$ cat src/rtl/regfile_pkg.sv
// ---------------------------------------------------------------------------
// regfile_pkg
// Shared types and default sizes for the multi-port register file.
//   state_e      : sequencer state (CLEAR while zeroing the array, RUN after)
//   DEF_WIDTH    : default data width
//   DEF_ADDR_W   : default register address width
// ---------------------------------------------------------------------------
package regfile_pkg;

    typedef enum logic {
        CLEAR = 1'b0,
        RUN   = 1'b1
    } state_e;

    localparam int DEF_WIDTH  = 32;
    localparam int DEF_ADDR_W = 5;

endpackage

$ cat src/rtl/regfile_if.sv
// ---------------------------------------------------------------------------
// regfile_if
// Bus bundle between the datapath and the register file.
//   wr_en/wr_addr/wr_data : writeback port
//   rd_addr / rd_data     : NUM_RD packed read ports, port p at
//                           [p*ADDR_W +: ADDR_W] / [p*WIDTH +: WIDTH]
//   dbg_addr / dbg_data   : registered monitor read port
//   init_busy             : high while the array is being cleared
// master = datapath side, slave = register file side.
// ---------------------------------------------------------------------------
interface regfile_if
    import regfile_pkg::*;
#(
    parameter int WIDTH  = DEF_WIDTH,
    parameter int ADDR_W = DEF_ADDR_W,
    parameter int NUM_RD = 2
) ();

    logic                       wr_en;
    logic [ADDR_W-1:0]          wr_addr;
    logic [WIDTH-1:0]           wr_data;
    logic [NUM_RD*ADDR_W-1:0]   rd_addr;
    logic [NUM_RD*WIDTH-1:0]    rd_data;
    logic [ADDR_W-1:0]          dbg_addr;
    logic [WIDTH-1:0]           dbg_data;
    logic                       init_busy;

    modport master (
        output wr_en, wr_addr, wr_data, rd_addr, dbg_addr,
        input  rd_data, dbg_data, init_busy
    );

    modport slave (
        input  wr_en, wr_addr, wr_data, rd_addr, dbg_addr,
        output rd_data, dbg_data, init_busy
    );

endinterface

$ cat src/rtl/regfile_read_port.sv
// ---------------------------------------------------------------------------
// regfile_read_port
// One combinational read port of the register file.
//   state    : sequencer state; nothing is visible while clearing
//   rd_addr  : register address for this port
//   regs     : the register array
//   wr_en/wr_addr/wr_data : current write bus, used for same-cycle bypass
//   rd_data  : read result
// Priority: clearing -> 0, hardwired r0 -> 0, write bypass, array value.
// ---------------------------------------------------------------------------
module regfile_read_port
    import regfile_pkg::*;
#(
    parameter int WIDTH    = DEF_WIDTH,
    parameter int ADDR_W   = DEF_ADDR_W,
    parameter int NUM_REGS = 32,
    parameter int ZERO_REG = 1
) (
    input  state_e            state,
    input  logic [ADDR_W-1:0] rd_addr,
    input  logic [WIDTH-1:0]  regs [NUM_REGS],
    input  logic              wr_en,
    input  logic [ADDR_W-1:0] wr_addr,
    input  logic [WIDTH-1:0]  wr_data,
    output logic [WIDTH-1:0]  rd_data
);

    logic wr_legal;

    // A write to r0 never lands when r0 is hardwired, so it must not bypass.
    assign wr_legal = wr_en && ((ZERO_REG == 0) || (wr_addr != '0));

    always_comb begin
        rd_data = regs[rd_addr];
        if (state != RUN) begin
            rd_data = '0;
        end else if ((ZERO_REG != 0) && (rd_addr == '0)) begin
            rd_data = '0;
        end else if (wr_legal && (wr_addr == rd_addr)) begin
            rd_data = wr_data;
        end
    end

endmodule

$ cat src/rtl/regfile_multiport.sv
// ---------------------------------------------------------------------------
// regfile_multiport
// Parametrised register file with NUM_RD bypassing read ports, optional
// hardwired-zero r0, a registered debug port and a post-reset clear
// sequencer that zeroes one entry per cycle.
//   clk   : clock, all state on rising edge
//   reset : synchronous, active-high; restarts the clear sequence
//   bus   : regfile_if slave (write port, read ports, debug, init_busy)
// The array itself is never reset in parallel; it is cleared by the
// sequencer, which keeps it inferable as RAM/LUT storage.
// ---------------------------------------------------------------------------
module regfile_multiport
    import regfile_pkg::*;
#(
    parameter int WIDTH    = DEF_WIDTH,
    parameter int ADDR_W   = DEF_ADDR_W,
    parameter int NUM_REGS = 32,
    parameter int NUM_RD   = 2,
    parameter int ZERO_REG = 1
) (
    input  logic     clk,
    input  logic     reset,
    regfile_if.slave bus
);

    // One extra bit so the counter can reach NUM_REGS without wrapping.
    localparam logic [ADDR_W:0] CLR_LAST = (ADDR_W+1)'(NUM_REGS - 1);
    localparam logic [ADDR_W:0] CLR_ONE  = (ADDR_W+1)'(1);

    logic [WIDTH-1:0]  regs_q [NUM_REGS];

    state_e            state_q, state_d;
    logic [ADDR_W:0]   clr_cnt_q, clr_cnt_d;
    logic [WIDTH-1:0]  dbg_data_q, dbg_data_d;

    logic              mem_we;
    logic [ADDR_W-1:0] mem_waddr;
    logic [WIDTH-1:0]  mem_wdata;
    logic              wr_legal;

    assign wr_legal = bus.wr_en && ((ZERO_REG == 0) || (bus.wr_addr != '0));

    // Sequencer, array write mux and debug capture.
    always_comb begin
        state_d    = state_q;
        clr_cnt_d  = clr_cnt_q;
        dbg_data_d = '0;
        mem_we     = 1'b0;
        mem_waddr  = bus.wr_addr;
        mem_wdata  = bus.wr_data;
        if (reset) begin
            state_d   = CLEAR;
            clr_cnt_d = '0;
        end else begin
            case (state_q)
                CLEAR: begin
                    mem_we    = 1'b1;
                    mem_waddr = clr_cnt_q[ADDR_W-1:0];
                    mem_wdata = '0;
                    clr_cnt_d = clr_cnt_q + CLR_ONE;
                    if (clr_cnt_q == CLR_LAST) begin
                        state_d = RUN;
                    end
                end
                RUN: begin
                    mem_we     = wr_legal;
                    // Debug port sees the pre-write array value, no bypass.
                    dbg_data_d = regs_q[bus.dbg_addr];
                end
                default: begin
                    state_d   = CLEAR;
                    clr_cnt_d = '0;
                end
            endcase
        end
    end

    always_ff @(posedge clk) begin
        state_q    <= state_d;
        clr_cnt_q  <= clr_cnt_d;
        dbg_data_q <= dbg_data_d;
    end

    always_ff @(posedge clk) begin
        if (mem_we) begin
            regs_q[mem_waddr] <= mem_wdata;
        end
    end

    logic [WIDTH-1:0] rd_word [NUM_RD];

    generate
        for (genvar gi = 0; gi < NUM_RD; gi++) begin : g_rd
            regfile_read_port #(
                .WIDTH    (WIDTH),
                .ADDR_W   (ADDR_W),
                .NUM_REGS (NUM_REGS),
                .ZERO_REG (ZERO_REG)
            ) u_rd (
                .state   (state_q),
                .rd_addr (bus.rd_addr[gi*ADDR_W +: ADDR_W]),
                .regs    (regs_q),
                .wr_en   (bus.wr_en),
                .wr_addr (bus.wr_addr),
                .wr_data (bus.wr_data),
                .rd_data (rd_word[gi])
            );
            assign bus.rd_data[gi*WIDTH +: WIDTH] = rd_word[gi];
        end
    endgenerate

    assign bus.dbg_data  = dbg_data_q;
    assign bus.init_busy = (state_q == CLEAR);

endmodule

$ cat src/flat_wrapper.sv
// flat-port wrapper written by rule: the top's interface ports become plain ports
module regfile_multiport_flat import regfile_pkg::*;
#(
    parameter int WIDTH    = DEF_WIDTH,
    parameter int ADDR_W   = DEF_ADDR_W,
    parameter int NUM_REGS = 32,
    parameter int NUM_RD   = 2,
    parameter int ZERO_REG = 1
)
  (clk, reset, bus_wr_en, bus_wr_addr, bus_wr_data, bus_rd_addr, bus_dbg_addr, bus_rd_data, bus_dbg_data, bus_init_busy);
  regfile_if #(.WIDTH(WIDTH), .ADDR_W(ADDR_W), .NUM_RD(NUM_RD)) bus_i ();
  input  logic clk;
  input  logic reset;
  input wire logic [$bits(bus_i.wr_en)-1:0] bus_wr_en;
  input wire logic [$bits(bus_i.wr_addr)-1:0] bus_wr_addr;
  input wire logic [$bits(bus_i.wr_data)-1:0] bus_wr_data;
  input wire logic [$bits(bus_i.rd_addr)-1:0] bus_rd_addr;
  input wire logic [$bits(bus_i.dbg_addr)-1:0] bus_dbg_addr;
  output wire logic [$bits(bus_i.rd_data)-1:0] bus_rd_data;
  output wire logic [$bits(bus_i.dbg_data)-1:0] bus_dbg_data;
  output wire logic [$bits(bus_i.init_busy)-1:0] bus_init_busy;
  assign bus_i.wr_en = bus_wr_en;
  assign bus_i.wr_addr = bus_wr_addr;
  assign bus_i.wr_data = bus_wr_data;
  assign bus_i.rd_addr = bus_rd_addr;
  assign bus_i.dbg_addr = bus_dbg_addr;
  assign bus_rd_data = bus_i.rd_data;
  assign bus_dbg_data = bus_i.dbg_data;
  assign bus_init_busy = bus_i.init_busy;
  regfile_multiport #(.WIDTH(WIDTH), .ADDR_W(ADDR_W), .NUM_REGS(NUM_REGS), .NUM_RD(NUM_RD), .ZERO_REG(ZERO_REG)) u_core (.clk(clk), .reset(reset), .bus(bus_i));
endmodule
$ cat config.mk
export PLATFORM = sky130hd
export DESIGN_NAME = regfile_multiport_flat
export DESIGN_NICKNAME = d
export VERILOG_FILES = /design/src/rtl/regfile_pkg.sv /design/src/rtl/regfile_if.sv /design/src/rtl/regfile_read_port.sv /design/src/rtl/regfile_multiport.sv /design/src/flat_wrapper.sv
export SDC_FILE = /design/constraint.sdc
export NUM_CORES = 1
export LEC_CHECK = 0
export ABC_AREA = 0
export CELL_PAD_IN_SITES_DETAIL_PLACEMENT = 1
export CELL_PAD_IN_SITES_GLOBAL_PLACEMENT = 1
export CORE_MARGIN = 5
export CORE_UTILIZATION = 31
export DETAILED_ROUTE_END_ITERATION = 6
export PLACE_DENSITY = 0.52
export SYNTH_ARGS = -nofsm -noshare
export SYNTH_HDL_FRONTEND = slang
export SYNTH_HIERARCHICAL = 1
export SYNTH_SLANG_ARGS = --single-unit
$ cat constraint.sdc
create_clock -name clk -period 7 [get_ports clk]
set_input_delay 1.4 -clock clk [delete_from_list [all_inputs] [get_ports clk]]
set_output_delay 1.4 -clock clk [all_outputs]
set_load 0.005 [all_outputs]
# == Yosys cells after proc, flatten, opt, wreduce, memory -nomap -nowiden ==
# Index checks and enable logic that the tools add are counted.
# classes
n_mux,26
order_cmp,5
eq_ne,3
bitwise,5
reduce_logical,8
shifts,0
n_mul,0
n_div,0
n_addsub,1
# op_table
op,n
$bwmux 1024,1
$bmux 32 s5,3
$mux 32,15
$demux 32 s5,1
$ge 6x6->1 const B,4
$not 5->6,4
$eq 5x5->1,2
$logic_not 5->1,2
$mux 5,2
$add 6x1->6 const B,1
$eq 6x5->1 const B,1
$lt 6x1->1 const B,1
$reduce_bool 5->1,1
$logic_and 1x1->1,4
$mux 1,3
$pmux 1 s2,1
$reduce_or 2->1,1
$not 1->1,1
# totals
inputBits,55
elab_cells,83
mem_count,0
rom_bits,0
latch_bits,0
reg_bits,1063
out_inout_bits,97
ramBits,0

# == Depth between registers and ports, before layout ==
# logic_depth
depth_word,8
depth_mapped,10

# == Modules after synthesis ==
# Netlist, hierarchy kept.
# modules_own_cells
module,cells_per_inst,n_inst,seq_area_each_um2,area_each_um2
regfile_multiport,1814,1,31530.2,40526.4
regfile_read_port,877,2,0.0,9049.9

# == Least setup slack after synthesis ==
# Ideal clock, no wire load.
# synth_path
kind,in2out
startpoint,input bus_rd_addr[1]
endpoint,output bus_rd_data[18]
path_slack_ns,2.618
arrival_time_ns,2.982
cell_stages,8
path_cell_list,buf_4 -> buf_4 -> buf_2 -> buf_1 -> mux4_2 -> a31oi_1 -> o21ai_0 -> a22o_1
# synth_via
elab_chain_cells,7
word_cells_on_any_way,10
classes_between,1 x eq/ne; 6 x mux; 1 x bitwise; 2 x reduce/logical
# synth_lines
item,line,source
from (decl),flat_wrapper.sv:17,input wire logic [$bits(bus_i.rd_addr)-1:0] bus_rd_addr;
$not 5->6 (implied by the code),regfile_read_port.sv:34,rd_data = regs[rd_addr];
$bmux 32 s5,regfile_read_port.sv:34,
$mux 32 (implied by the code) (2 in a row),regfile_read_port.sv:34,
$mux 32,regfile_read_port.sv:39,end else if (wr_legal && (wr_addr == rd_addr)) begin
$mux 32 (*),regfile_read_port.sv:37,end else if ((ZERO_REG != 0) && (rd_addr == '0)) begin
$mux 32 (*),regfile_read_port.sv:35,if (state != RUN) begin
to (decl),flat_wrapper.sv:19,output wire logic [$bits(bus_i.rd_data)-1:0] bus_rd_data;
# Mark *: on every way between the ends. The rest lies on a longest branch, timed or not. The select of a mux whose other input is x is not followed.

# == Worst setup path after layout ==
# layout_path
startpoint,input bus_wr_addr[0]
endpoint,output bus_rd_data[53]
# layout_via
elab_chain_cells,6
word_cells_on_any_way,7
classes_between,1 x eq/ne; 3 x mux; 3 x reduce/logical
# layout_lines
item,line,source
from (decl),flat_wrapper.sv:15,input wire logic [$bits(bus_i.wr_addr)-1:0] bus_wr_addr;
$reduce_bool 5->1,regfile_read_port.sv:31,assign wr_legal = wr_en && ((ZERO_REG == 0) || (wr_addr != '0));
$logic_and 1x1->1,regfile_read_port.sv:31,
$logic_and 1x1->1 (*),regfile_read_port.sv:39,
$mux 32 (*),regfile_read_port.sv:39,
$mux 32 (*),regfile_read_port.sv:37,
$mux 32 (*),regfile_read_port.sv:35,
# Mark *: on every way between the ends. The rest lies on a longest branch, timed or not.

==> results.sh <==
export IMPL_fillerInstances=18800
export IMPL_drive_gt1_share_pct=27.2
export IMPL_fin_setup_tns_ps=0
export IMPL_slew_violations=0
export IMPL_crit_path_frequent_cell="clkdlybuf4s50_1"
export IMPL_postCtsSetupBuffers=0
export IMPL_nets=3744
export IMPL_criticalPathCategory="in2out"
export IMPL_synth_area_per_cell_um2=16.4
export IMPL_place_area_mm2=0.0633
export IMPL_dieArea_mm2=0.198
export IMPL_boundaryPins=152
export IMPL_final_common_cell="edfxtp_1"
export IMPL_cts_sink_count=1063
export IMPL_synthAdderAreaFrac_pct=0.0213
export IMPL_vias_per_cell=6.30
export IMPL_final_cell_mix="edfxtp_1, mux4_2, mux2i_1"
export IMPL_syn_area_mm2=0.0586
export IMPL_dp_cells=6062
export IMPL_multi_input_area_mm2=0.0253
export IMPL_rsz0062_at_grt="false"
export IMPL_cp_end_kind="output port"
export IMPL_firstDrtPassIters=5
export IMPL_period_minus_slack_ps=6380
export IMPL_die_w_um=445
export IMPL_cts_resized=0
export IMPL_vias=39600
export IMPL_synth_top_family_by_area="multiplexers"
export IMPL_slew_headroom_pct=18.6
export IMPL_crit_start="bus_wr_addr[0]"
export IMPL_stdcell_count=6288
export IMPL_p_leak_uw=0.0219
export IMPL_yosys_most_used_dff="edfxtp_1"
export IMPL_peakVddDrop_v=0.000194
export IMPL_yosys_cell_types_count=70
export IMPL_finalCritPeriodShare_pct=91.1
export IMPL_hold_class="reg2reg"
export IMPL_grt_usage_pct=24.8
export IMPL_wl_per_cell_um=40.0
export IMPL_cts_tree="done"
export IMPL_cp_required_ps=5600
export IMPL_synth_compound_area_share_pct=8.46
export IMPL_async_reset_ff_share_pct=0
export IMPL_ff_latch_area_mm2=0.0315
export IMPL_drc=0
export IMPL_drtIter0Drc=4236
export IMPL_cp_arrival_ps=4980
export IMPL_core_area_mm2=0.188
export IMPL_io_buffers=151
export IMPL_htreeDepth=3
export IMPL_yosysWarnings=6
export IMPL_numCtsBuffers=119
export IMPL_finalSetupViolations=0
export IMPL_holdBufCountCts=0
export IMPL_crit_chain="clkdlybuf4s50_1 > or4_1 > a21oi_1 > o31ai_4 > buf_4 > nor3_1 > a22o_1 > clkdlybuf4s50_1"
export IMPL_clk_path_buf_depth=3
export IMPL_final_hold_viol_count=0
export IMPL_r2r_start="u_core/state_q"
export IMPL_tightest_slew_ps=1220
export IMPL_worst_setup_path_start_kind="primary input"
export IMPL_synth_seq_area_share_pct=53.8
export IMPL_slowest_delay_ps=600
export IMPL_clk_pin_slew_ps=50
export IMPL_synthCells=3568
export IMPL_ant_nets=0
export IMPL_max_cap_violations=0
export IMPL_grt_pass1_vias=40800
export IMPL_fmax_mhz=157
export IMPL_die_h_um=445
export IMPL_worstPathBufferInverterCount=3
export IMPL_synthSimpleGateAreaFrac_pct=3.18
export IMPL_antenna_found_initial=8
export IMPL_root_buffer="clkbuf_16"
export IMPL_finClkSkew_ps=21.1
export IMPL_stdcell_area_mm2=0.0674
export IMPL_worstPathMaxFanout=12
export IMPL_wirelength_um=251000
export IMPL_status="completed"
export IMPL_area_growth_pct=14.9
export IMPL_pwr_density_cell_mw_per_mm2=230
export IMPL_synthMuxAreaShare_pct=30.8
export IMPL_grt_max_degree=83
export IMPL_clock_latency_ps=760
export IMPL_grt_first_pass_wirelength_um=343000
export IMPL_synthXorXnorAreaFrac_pct=0.194
export IMPL_fp_row_count=159
export IMPL_cp_top_family="buffers and inverters"
export IMPL_final_util_pct=35.8
export IMPL_synth_edf_count=1024
export IMPL_synth_fp_nets=3624
export IMPL_worst_hold_startpoint="u_core/clr_cnt_q[5]"
export IMPL_start_util_pct=31.2
export IMPL_dpl_hpwl_um=158000
export IMPL_grt_overflow_total=0
export IMPL_crit_slowest_cell="nor3_1"
export IMPL_ys_seq_elements=1063
export IMPL_gp_congestion=0.821
## layer usage
layer	up-vias	part of all wire, %	GRT usage (%)
met5	-	0	0
met4	0	4.8	10.6
met3	429	6.0	3.08
met2	1777	48	41.3
met1	21800	41	32.7
li1	15600	-	-
## sequential cells by signal (all words and copies together), names as in the netlist
signal / flops
u_core/bus.dbg_data: 32
u_core/clr_cnt_q: 6
u_core/state_q: 1
u_core/regs_q: 1024
## stage by stage
stage	total power, uW	worst slack (ps)	hold WS (ps)
3_3_place_gp	9000	661	504
6_report	15500	624	536
2_1_floorplan	8310	2620	485
3_5_place_dp	9000	585	522
5_1_grt	15900	504	576
4_1_cts	15600	606	538
## kinds of logic after synthesis
family | count (synthesis)
flops | 1063
buf+inv | 342
mux | 1101
simple gates | 384
xor+xnor | 13
compound gates | 664
fa+ha+maj | 1
## synth_stat cells, drive strengths merged (21+ instances only)
library cell,n,area share [%]
nor2,106,0.68
clkbuf,134,0.88
mux2i,524,9.0
a22oi,32,0.41
o211ai,38,0.62
edfxtp,1024,52
dfxtp,39,1.3
mux4,552,21
a221o,38,0.65
nor3,21,0.18
and2,47,0.50
o21ai,50,0.43
a221oi,35,0.59
a21oi,88,0.75
mux2,25,0.51
o221ai,134,2.0
o22ai,108,1.2
a31oi,50,0.53
o21a,30,0.38
nand3,66,0.56
nand2,86,0.55
buf,201,2.7
## power breakdown
| group | switching [uW] | internal (uW) |
|---|---|---|
| clock | 2700 | 3890 |
| sequential | 41.4 | 7050 |
| combinational | 1130 | 655 |
| total | 3870 | 11600 |
## final timing paths
path                                       endpoint  slack, ps  depth (start not counted)
worst max-delay path                bus_rd_data[53]        620                          8
worst min-delay path            u_core/clr_cnt_q[5]        540                          2
worst min register to register  u_core/clr_cnt_q[5]        540                          2
worst max register to register    u_core/regs_q[41]       2820                          5
## worst min-delay path: cells and delay by family (launching register included)
family,cells,cell delay [ps]
DFF,1,340
and+or+nand+nor,1,80
xor gates and xnor gates,1,80
## final cells by class
cell class	count	share of cell area (%)
Timing Repair Buffer	334	4.89
Inverter	7	0.0464
Antenna cell	3	0.0111
Multi-Input combinational cell	2163	37.6
Tap cell	2495	4.63
Clock buffer	154	4.78
Clock inverter	69	1.21
Sequential cell	1063	46.8
(Power assumes the default switching activity.)
